==> config.mk <==
export PLATFORM = sky130hd
export DESIGN_NAME = ps2_device_xcvr
export DESIGN_NICKNAME = d
export VERILOG_FILES = /design/src/rtl/ps2_device_xcvr.sv
export SDC_FILE = /design/constraint.sdc
export NUM_CORES = 1
export LEC_CHECK = 0
export CORE_MARGIN = 10
export CORE_UTILIZATION = 35
export DETAILED_ROUTE_END_ITERATION = 8
export PLACE_DENSITY = 0.59
export SETUP_SLACK_MARGIN = 0.3
export SLEW_MARGIN = 20
export SYNTH_ARGS = -nofsm -noshare
export SYNTH_HDL_FRONTEND = slang
export SYNTH_SLANG_ARGS = --single-unit
export TNS_END_PERCENT = 10
==> constraint.sdc <==
create_clock -name CLK -period 6.9 [get_ports CLK]
set_input_delay 1.035 -clock CLK [delete_from_list [all_inputs] [get_ports CLK]]
set_output_delay 1.035 -clock CLK [all_outputs]
set_load 0.05 [all_outputs]
==> src/rtl/ps2_device_xcvr.sv <==
// Device-side PS/2 transceiver (mouse/keyboard end of the link).
// Generates the PS/2 clock, sends device-to-host frames, receives and ACKs
// host-to-device command frames and backs off whenever the host inhibits.
// Lines are driven open-drain: an OE output of 1 pulls that line low.
module ps2_device_xcvr #(
    parameter int HALF_PERIOD = 2000,
    parameter int IDLE_MIN    = 2500,
    parameter int SYNC_STAGES = 2
) (
    input  logic       CLK,
    input  logic       RESETN,
    input  logic [7:0] TX_DATA,
    input  logic       TX_VALID,
    output logic       TX_READY,
    output logic       TX_DONE,
    output logic [7:0] RX_DATA,
    output logic       RX_VALID,
    output logic       RX_ERROR,
    output logic       BUSY,
    input  logic       PS2_CLK_IN,
    output logic       PS2_CLK_OE,
    input  logic       PS2_DATA_IN,
    output logic       PS2_DATA_OE
);

    localparam int HALF_W = $clog2(HALF_PERIOD + 1);
    localparam int IDLE_W = $clog2(IDLE_MIN + 1);
    localparam logic [HALF_W-1:0] HALF_RELOAD = HALF_W'(HALF_PERIOD - 1);
    localparam logic [HALF_W-1:0] HALF_ONE    = HALF_W'(1);
    localparam logic [IDLE_W-1:0] IDLE_LIMIT  = IDLE_W'(IDLE_MIN);
    localparam logic [IDLE_W-1:0] IDLE_ONE    = IDLE_W'(1);

    typedef enum logic [2:0] {ST_IDLE, ST_TX, ST_INHIBIT, ST_RX, ST_ACK} state_t;
    // HIGH/LOW are the two clock half-phases; TAIL is the released wait after a TX frame.
    typedef enum logic [1:0] {PH_HIGH, PH_LOW, PH_TAIL} phase_t;

    state_t              state_reg;
    phase_t              phase_reg;
    logic [HALF_W-1:0]   half_cnt_reg;
    logic [3:0]          bit_cnt_reg;
    logic [IDLE_W-1:0]   idle_cnt_reg;
    logic                pending_reg;
    logic [7:0]          tx_byte_reg;
    logic [8:0]          rx_shift_reg;
    logic [7:0]          rx_data_reg;
    logic                rx_valid_reg;
    logic                rx_error_reg;
    logic                tx_done_reg;
    logic                clk_oe_reg;
    logic                data_oe_reg;

    logic [SYNC_STAGES-1:0] clk_sync_reg;
    logic [SYNC_STAGES-1:0] dat_sync_reg;
    logic [SYNC_STAGES-1:0] clk_sync_next;
    logic [SYNC_STAGES-1:0] dat_sync_next;

    // Synchroniser chain: stage 0 takes the pin, each later stage the one before it.
    for (genvar gi = 0; gi < SYNC_STAGES; gi++) begin : g_sync
        if (gi == 0) begin : g_first
            assign clk_sync_next[gi] = PS2_CLK_IN;
            assign dat_sync_next[gi] = PS2_DATA_IN;
        end else begin : g_rest
            assign clk_sync_next[gi] = clk_sync_reg[gi-1];
            assign dat_sync_next[gi] = dat_sync_reg[gi-1];
        end
    end

    // Shift the line levels through the synchroniser; idle lines read high.
    always_ff @(posedge CLK or negedge RESETN) begin
        if (!RESETN) begin
            clk_sync_reg <= '1;
            dat_sync_reg <= '1;
        end else begin
            clk_sync_reg <= clk_sync_next;
            dat_sync_reg <= dat_sync_next;
        end
    end

    logic        sclk;
    logic        sdat;
    logic        half_done;
    logic        tx_fire;
    logic [10:0] tx_frame;

    assign sclk      = clk_sync_reg[SYNC_STAGES-1];
    assign sdat      = dat_sync_reg[SYNC_STAGES-1];
    assign half_done = (half_cnt_reg == '0);
    assign TX_READY  = (state_reg == ST_IDLE) && !pending_reg;
    assign tx_fire   = TX_VALID && TX_READY;
    // start 0, D0..D7, odd parity, stop 1 -- bit 0 goes out first
    assign tx_frame  = {1'b1, ~^tx_byte_reg, tx_byte_reg, 1'b0};

    assign BUSY        = (state_reg != ST_IDLE) || pending_reg;
    assign TX_DONE     = tx_done_reg;
    assign RX_DATA     = rx_data_reg;
    assign RX_VALID    = rx_valid_reg;
    assign RX_ERROR    = rx_error_reg;
    assign PS2_CLK_OE  = clk_oe_reg;
    assign PS2_DATA_OE = data_oe_reg;

    // Count consecutive cycles with both lines high, saturating at IDLE_MIN.
    always_ff @(posedge CLK or negedge RESETN) begin
        if (!RESETN) begin
            idle_cnt_reg <= '0;
        end else if (sclk && sdat) begin
            if (idle_cnt_reg != IDLE_LIMIT) begin
                idle_cnt_reg <= idle_cnt_reg + IDLE_ONE;
            end
        end else begin
            idle_cnt_reg <= '0;
        end
    end

    // Link state machine with registered line drivers and status pulses.
    always_ff @(posedge CLK or negedge RESETN) begin
        if (!RESETN) begin
            state_reg    <= ST_IDLE;
            phase_reg    <= PH_HIGH;
            half_cnt_reg <= '0;
            bit_cnt_reg  <= '0;
            pending_reg  <= 1'b0;
            tx_byte_reg  <= '0;
            rx_shift_reg <= '0;
            rx_data_reg  <= '0;
            rx_valid_reg <= 1'b0;
            rx_error_reg <= 1'b0;
            tx_done_reg  <= 1'b0;
            clk_oe_reg   <= 1'b0;
            data_oe_reg  <= 1'b0;
        end else begin
            tx_done_reg  <= 1'b0;
            rx_valid_reg <= 1'b0;
            rx_error_reg <= 1'b0;
            if (tx_fire) begin
                tx_byte_reg <= TX_DATA;
                pending_reg <= 1'b1;
            end
            if (!half_done) begin
                half_cnt_reg <= half_cnt_reg - HALF_ONE;
            end
            case (state_reg)
                ST_IDLE: begin
                    clk_oe_reg  <= 1'b0;
                    data_oe_reg <= 1'b0;
                    // A host holding the clock low wins over our own pending byte.
                    if (!sclk) begin
                        state_reg <= ST_INHIBIT;
                    end else if (pending_reg && (idle_cnt_reg == IDLE_LIMIT)) begin
                        state_reg    <= ST_TX;
                        phase_reg    <= PH_HIGH;
                        bit_cnt_reg  <= '0;
                        half_cnt_reg <= HALF_RELOAD;
                        data_oe_reg  <= ~tx_frame[0];
                    end
                end
                ST_TX: begin
                    if (half_done) begin
                        case (phase_reg)
                            PH_HIGH: begin
                                // Host pulled the clock low: drop the frame, resend it later.
                                if (!sclk) begin
                                    clk_oe_reg  <= 1'b0;
                                    data_oe_reg <= 1'b0;
                                    state_reg   <= ST_INHIBIT;
                                end else begin
                                    clk_oe_reg   <= 1'b1;
                                    phase_reg    <= PH_LOW;
                                    half_cnt_reg <= HALF_RELOAD;
                                end
                            end
                            PH_LOW: begin
                                clk_oe_reg   <= 1'b0;
                                half_cnt_reg <= HALF_RELOAD;
                                if (bit_cnt_reg == 4'd10) begin
                                    data_oe_reg <= 1'b0;
                                    phase_reg   <= PH_TAIL;
                                end else begin
                                    bit_cnt_reg <= bit_cnt_reg + 4'd1;
                                    data_oe_reg <= ~tx_frame[bit_cnt_reg + 4'd1];
                                    phase_reg   <= PH_HIGH;
                                end
                            end
                            default: begin
                                tx_done_reg <= 1'b1;
                                pending_reg <= 1'b0;
                                state_reg   <= ST_IDLE;
                            end
                        endcase
                    end
                end
                ST_INHIBIT: begin
                    clk_oe_reg  <= 1'b0;
                    data_oe_reg <= 1'b0;
                    // Clock released: data held low means the host wants to send.
                    if (sclk) begin
                        if (!sdat) begin
                            state_reg    <= ST_RX;
                            clk_oe_reg   <= 1'b1;
                            phase_reg    <= PH_LOW;
                            bit_cnt_reg  <= '0;
                            half_cnt_reg <= HALF_RELOAD;
                        end else begin
                            state_reg <= ST_IDLE;
                        end
                    end
                end
                ST_RX: begin
                    if (half_done) begin
                        if (phase_reg == PH_LOW) begin
                            clk_oe_reg   <= 1'b0;
                            phase_reg    <= PH_HIGH;
                            half_cnt_reg <= HALF_RELOAD;
                        end else if (!sclk) begin
                            clk_oe_reg <= 1'b0;
                            state_reg  <= ST_INHIBIT;
                        end else if (bit_cnt_reg == 4'd9) begin
                            // Stop bit: a bad stop gets no ACK pulse at all.
                            if (!sdat) begin
                                rx_error_reg <= 1'b1;
                                state_reg    <= ST_IDLE;
                            end else begin
                                state_reg    <= ST_ACK;
                                data_oe_reg  <= 1'b1;
                                clk_oe_reg   <= 1'b1;
                                phase_reg    <= PH_LOW;
                                half_cnt_reg <= HALF_RELOAD;
                            end
                        end else begin
                            rx_shift_reg[bit_cnt_reg] <= sdat;
                            bit_cnt_reg  <= bit_cnt_reg + 4'd1;
                            clk_oe_reg   <= 1'b1;
                            phase_reg    <= PH_LOW;
                            half_cnt_reg <= HALF_RELOAD;
                        end
                    end
                end
                ST_ACK: begin
                    if (half_done) begin
                        if (phase_reg == PH_LOW) begin
                            clk_oe_reg   <= 1'b0;
                            phase_reg    <= PH_HIGH;
                            half_cnt_reg <= HALF_RELOAD;
                        end else begin
                            data_oe_reg <= 1'b0;
                            state_reg   <= ST_IDLE;
                            if (^rx_shift_reg) begin
                                rx_data_reg  <= rx_shift_reg[7:0];
                                rx_valid_reg <= 1'b1;
                            end else begin
                                rx_error_reg <= 1'b1;
                            end
                        end
                    end
                end
                default: begin
                    state_reg <= ST_IDLE;
                end
            endcase
        end
    end

endmodule

==> run summary <==
The flow ran to the end, and the final reports show no timing, DRC or antenna violations. The required time reported for the critical path endpoint is 5.86 ns. The net count after synthesis is 378.

The count of buffers added by post-CTS timing repair for setup came out at 0. The flip-flop count of the largest register, all copies and words added came out at 12. Among all stages on the critical path, the largest delay is contributed by clkdlybuf4s50_1. The delay of the slowest critical-path stage came out at 0.85 ns.

Measured along the y axis, the die boundary spans 122 µm. The highest ir drop seen on vdd is 134 µV. The final critical path time including I/O delays and setup came out at 3.48 ns. The count of unique library cells instantiated by Yosys came out at 60.

The detailed-routed wire length on met3 came out at 379 µm. The setup skew after layout came out at 0.0136 ns. The adder and majority cell fraction of the synthesized area came out at 2.77%. The type of the worst min-delay path is flip-flop to flip-flop. The power density relative to cell area is 274 nW/µm². Grouping stages by cell kind, the critical path spends the most delay in buffers and inverters.

The total die area is 14800 µm². The largest fanout of any net on the critical path came out at 19. 28 I/O pins were placed.

In this run, post-CTS repair resized a total of 0 instances. The post-synthesis instance total came out at 357. The count of pins over their slew limit came to 0. The die width came out at 122 µm.

The upper clock frequency limit is 288 MHz. The portion of synthesized cell area occupied by the leading cell type came out at 43.6%. Setup repair after global routing left no endpoint under its margin. The number of endpoints failing setup at the final stage is 0. In the synthesized netlist the async set-or-reset flop fraction comes to 100%. The share of final-layout standard cells stronger than drive strength 1 is 14.6%. The area growth from synthesis to final layout came out at 15.8%. Leaving out fill and tap cells, the most frequent cell in the layout is dfrtp_1.

No sink is reached through more buffers than the 2 on the longest clock path. The cell sitting at the root of the clock tree is a clkbuf_8. Yosys attributes the largest share of cell area to dfrtp_1 44%, mux2_2 5.6%, xnor2_1 5.1%, nand2_1 3.9%, nor2_1 3.5%. The half-perimeter wire length of the detailed placement result came out at 4.90 mm. The register bit total from synthesis is 67. The total congestion overflow after global routing came out at 0. The clock latency on the worst-skew pair came out at 0.35 ns. The post-synthesis cell area came out at 3620 µm². The final wirelength came out at 7.00 mm.

The initial antenna violation count came out at 0. The data arrival time at the worst-slack endpoint came out at 2.44 ns. In this run the top signal layer used is met4. The starting density of the core came out at 35.5%. In the synthesized netlist the dominant register cell turns out to be dfrtp_1. In the finished design, the share of the clock period the worst path needs comes to 50.4%. The total area of sequential cells came out at 1680 µm². Together, buffers and inverters on the worst path number 1. TritonCTS built the clock tree. The placer congestion estimate is 0.847. The type of the setup path with the least slack is flip-flop to output port. Entering global routing, the biggest net connects 68 pins. Global routing used 10.2% of the available tracks across all layers. The number of rows created at floorplan came out at 37. The total clock sinks is 67. After routing the design area is 4190 µm². During synthesis, Yosys emitted a total of 0 warnings. The multi-input combinational cells in the finished layout cover a total of 1810 µm². The remaining antenna violation count is 0. Leaving out fill and tap cells, the most frequent cells in the layout are 63 x dfrtp_1, 38 x nand2_1, 34 x nor2_1. The endpoint type of the worst setup path is an output port. The cell taking the most area after synthesis is dfrtp_1. The number of DRC violations after detailed routing came out at 0.

STA classifies the critical path startpoint as a flip-flop. By area, the combinational part of the netlist is dominated by simple AND/OR/NAND/NOR gates. In the final timing run, aggregate negative setup slack is 0 ns. The first-pass detailed-route iteration total is 4.

The synthesized design contains 0 enable-type register cells. The synthesized netlist devotes 7.74% of its cell area to XOR and XNOR gates. The synthesized netlist devotes 20.9% of its cell area to simple gates.

In the final design database the tool counted 400 nets. The post-detailed-placement cell area came out at 3990 µm². The share of the synthesized area in compound gates (AO/OA/AOI/OAI) came out at 8.54%. For this block, the via count after detailed routing is 2578. Clock-pin slew was measured on the worst setup and hold paths at 0.07 ns. The total CTS buffers came out at 9. At the pin with the least slew margin, the transition time is 0.838 ns. The total leakage power came out at 1.77 nW.

The number of violations reported at the end of detailed-routing iteration 0 is 192. The count of inserted antenna diode cells is 0. The count of endpoints failing hold in the final timing report came out at 0. A synthesized cell averages 10.1 µm². Dividing the detail-routed via count by the number of cells gives 4.96.

The number of maximum-capacitance constraint violations is 0. The via count of the first global-routing pass is 2625. The number of port buffers came out at 27. The number of levels in the clock H-tree came out at 3. The first global-routing pass estimated 12.4 mm of wire. The fill cell instance count of the final layout is 1008. Dividing the detail-routed wire length by the instance count gives 13.5 µm. The worst relative slew slack is 44.2%. The core area came out at 10200 µm².

The sum of routed wire segments on met1 is 3.42 mm. The multiplexer share of the synthesized area came out at 10.1%. Sequential cells were found to cover 46.5% of the synthesized design area. Walking the worst path, the cells encountered are or3_1 -> nor2_1 -> clkdlybuf4s50_1. The number of hold buffers added after CTS was 0. Detailed routing placed a total of 3.05 mm of wire on met2.
-- final cells by class --
type,instances,share of cell area (%)
Inverter,13,1.16
Clock inverter,3,1.10
Tap cell,136,4.06
Timing Repair Buffer,28,6.51
Multi-Input combinational cell,260,43.2
Sequential cell,67,40.1
Clock buffer,13,3.79
-- kinds of logic (layout without fill, tap and decap cells) --
kind of cell	count (synthesis)	count (layout)
adder cells (fa/ha/maj)	8	8
AND/OR/NAND/NOR	145	145
buffers and inverters	30	57
AO/OA/AOI/OAI	46	46
multiplexers	29	29
XOR/XNOR	32	32
flip-flops	67	67
-- layer usage --
layer | global-route usage (%) | vias to the layer above
li1 | - | 1291
met1 | 13.1 | 1208
met3 | 2.91 | 10
met5 | 0 | -
met4 | 5.07 | 0
met2 | 15.4 | 69
-- cells in the mapped netlist, types with 8 or more instances --
library cell,number
a21oi_1,11
clkbuf_1,12
dfrtp_1,63
ha_1,8
inv_1,13
mux2_2,18
mux2_4,8
nand2_1,38
nand3_1,12
nor2_1,34
nor3_1,10
o21ai_0,8
or3_1,8
xnor2_1,21
xor2_1,11
-- path summary, 6_finish.rpt --
| path | cells after the start | startpoint | to | slack [ns] |
|---|---|---|---|---|
| worst max-delay path | 3 | state_reg[2]$_DFFE_PN0P_ | TX_READY | 3.42 |
| worst min-delay path | 0 | dat_sync_reg[0]$_DFF_PN1_ | dat_sync_reg[1]$_DFF_PN1_ | 0.36 |
| worst max register to register | 7 | bit_cnt_reg[0]$_DFFE_PN0P_ | phase_reg[1]$_DFFE_PN0P_ | 4.01 |
| worst min register to register | 0 | dat_sync_reg[0]$_DFF_PN1_ | dat_sync_reg[1]$_DFF_PN1_ | 0.36 |
| max in group asynchronous | 2 | RESETN | tx_byte_reg[7]$_DFFE_PN0P_ | 5.48 |
| min in group asynchronous | 2 | RESETN | half_cnt_reg[6]$_DFF_PN0_ | 0.86 |
-- where the power goes --
| group | internal (W) | leakage (nW) | total, W | switching, W |
|---|---|---|---|---|
| sequential | 0.000434 | 0.871 | 0.000509 | 0.0000742 |
| combinational | 0.000125 | 0.796 | 0.000302 | 0.000177 |
| clock | 0.000188 | 0.0998 | 0.000339 | 0.000152 |
-- through the flow --
step	cells	setup slack [ns]	power (W)	util (%)	hold slack (ns)
floorplan	357	3.72	0.000739	-	0.345
global placement	504	3.81	0.000813	39.1	0.346
detailed placement	504	3.79	0.000819	39.1	0.349
CTS	520	3.40	0.00116	41.1	0.359
global route	520	3.27	0.00123	41.1	0.364
finish	520	3.42	0.00115	41.1	0.357
Power figures use the tool's default switching activity.
==> RTL change: new RTL, same flow settings <==
Compare `bit_cnt_reg` against `4'd9` with >= in place of ==.
--- a/src/rtl/ps2_device_xcvr.sv
+++ b/src/rtl/ps2_device_xcvr.sv
@@ -215,3 +215,3 @@
                             state_reg  <= ST_INHIBIT;
-                        end else if (bit_cnt_reg == 4'd9) begin
+                        end else if (bit_cnt_reg >= 4'd9) begin
                             // Stop bit: a bad stop gets no ACK pulse at all.
Function: no difference found for any inputs over 10 cycles, from zero or initial values and one cycle with RESETN low; that may be too few to reach the edited logic, so the function may still have changed.
==> RTL change against the original RTL <==
Cell area is 3.3% higher. Worst setup slack worse by 0.38 ns. Critical path depth is 1 higher. Total power is 17% higher. Sequential cell count stayed put. Highest routed layer unchanged. Synthesized area is 3.0% higher. Count of clock-buffer cells in the layout is 3 lower. Worst hold slack better by 0.0025 ns. Sequential share of layout area is 1.3 points lower. Register-to-register slack better by 0.05 ns. Wire length is 16% higher. Clock power is 6.5% higher. Sequential power is 7.5% higher.
==> RTL change: results (changes against the original RTL) <==
[status]
outcome = finished clean  ; unchanged

[logic_synthesis]
synthMuxAreaShare_pct = 10.80  ; was 10.09%
synth_compound_area_share_pct = 10.30  ; was 8.538%
synthXorXnorAreaFrac_pct = 7.045  ; was 7.743%
synth_commonest_cells = dfrtp_1, nor2_1, nand2_1  ; was dfrtp_1, nand2_1, nor2_1
yosysSeqAreaShare_pct = 45.09  ; was 46.46%
synth_nets = 388  ; was 378
ys_types = 62  ; was 60
yosys-top-cells-area = dfrtp_1, mux2_2, mux2_4  ; was dfrtp_1, mux2_2, xnor2_1

[global_route]
use_met2_pct = 17.44  ; was 15.36%
grt_pass1_wl_mm = 13.75  ; was 12.42 mm
grt_use_total_pct = 11.18  ; was 10.19%

[sta]
worstMarginPinSlew_ns = 0.8561  ; was 0.8376 ns
hold_slack_ns = 0.3597  ; was 0.3572 ns

[power]
ir_worst_vdd_uv = 156.5  ; was 134.0 uV
p_leak_nw = 1.811  ; was 1.766 nW

[drt]
wl_per_cell_microns = 15.23  ; was 13.45 microns
dr.pass1.iters = 5  ; was 4
wl_met1_mm = 3.791  ; was 3.422 mm

[finish]
stdcell_count = 533  ; was 520
nClkBuffers = 10  ; was 13
buffer_area_share_pct = 6.304  ; was 6.509%
clk_share_pct = 5.032  ; was 4.897%
multi_input_area_sq_mm = 0.001936  ; was 0.001812 sq mm
drive_gt1_share_pct = 14.36  ; was 14.58%
num-multi-input-gates = 273  ; was 260
fin_nets = 414  ; was 400
fin_area_sq_mm = 0.004327  ; was 0.004190 sq mm

[setup_path]
critPathMaxFanout = 18  ; was 19
crit_path_start = state_reg[0]$_DFFE_PN0P_  ; was state_reg[2]$_DFFE_PN0P_
r2r-start = state_reg[2]$_DFFE_PN0P_  ; was bit_cnt_reg[0]$_DFFE_PN0P_

[placed_design]
dp_slack_ns = 3.469  ; was 3.786 ns
dp.cells = 517  ; was 504
gp_congestion = 0.8764  ; was 0.8471

==> RTL change: changes by cell type after synthesis, moves of 3 or more <==
cell / unedited run / this run
a31oi_1: 2 / 6
nand3b_1: 4 / 1
nand3_1: 12 / 16
nand4b_1: 0 / 3
nand2_1: 38 / 29
clkbuf_1: 12 / 6
nor3_1: 10 / 14
xnor2_1: 21 / 17
mux2i_1: 2 / 5
o21ai_0: 8 / 16
or3_1: 8 / 4
==> RTL change: report_power, final <==
group	switching (mW)	internal, mW
Combinational	0.233	0.201
Sequential	0.0886	0.458
Clock	0.157	0.204
Total	0.478	0.864
==> RTL change: worst register-to-register path: stages (launching register included) <==
cell	delay (ns)
dfrtp_1	0.63
nand2b_1	0.35
nor2_1	0.15
nor4b_2	0.20
a21oi_1	0.41
a21boi_1	0.59
mux2_1	0.38
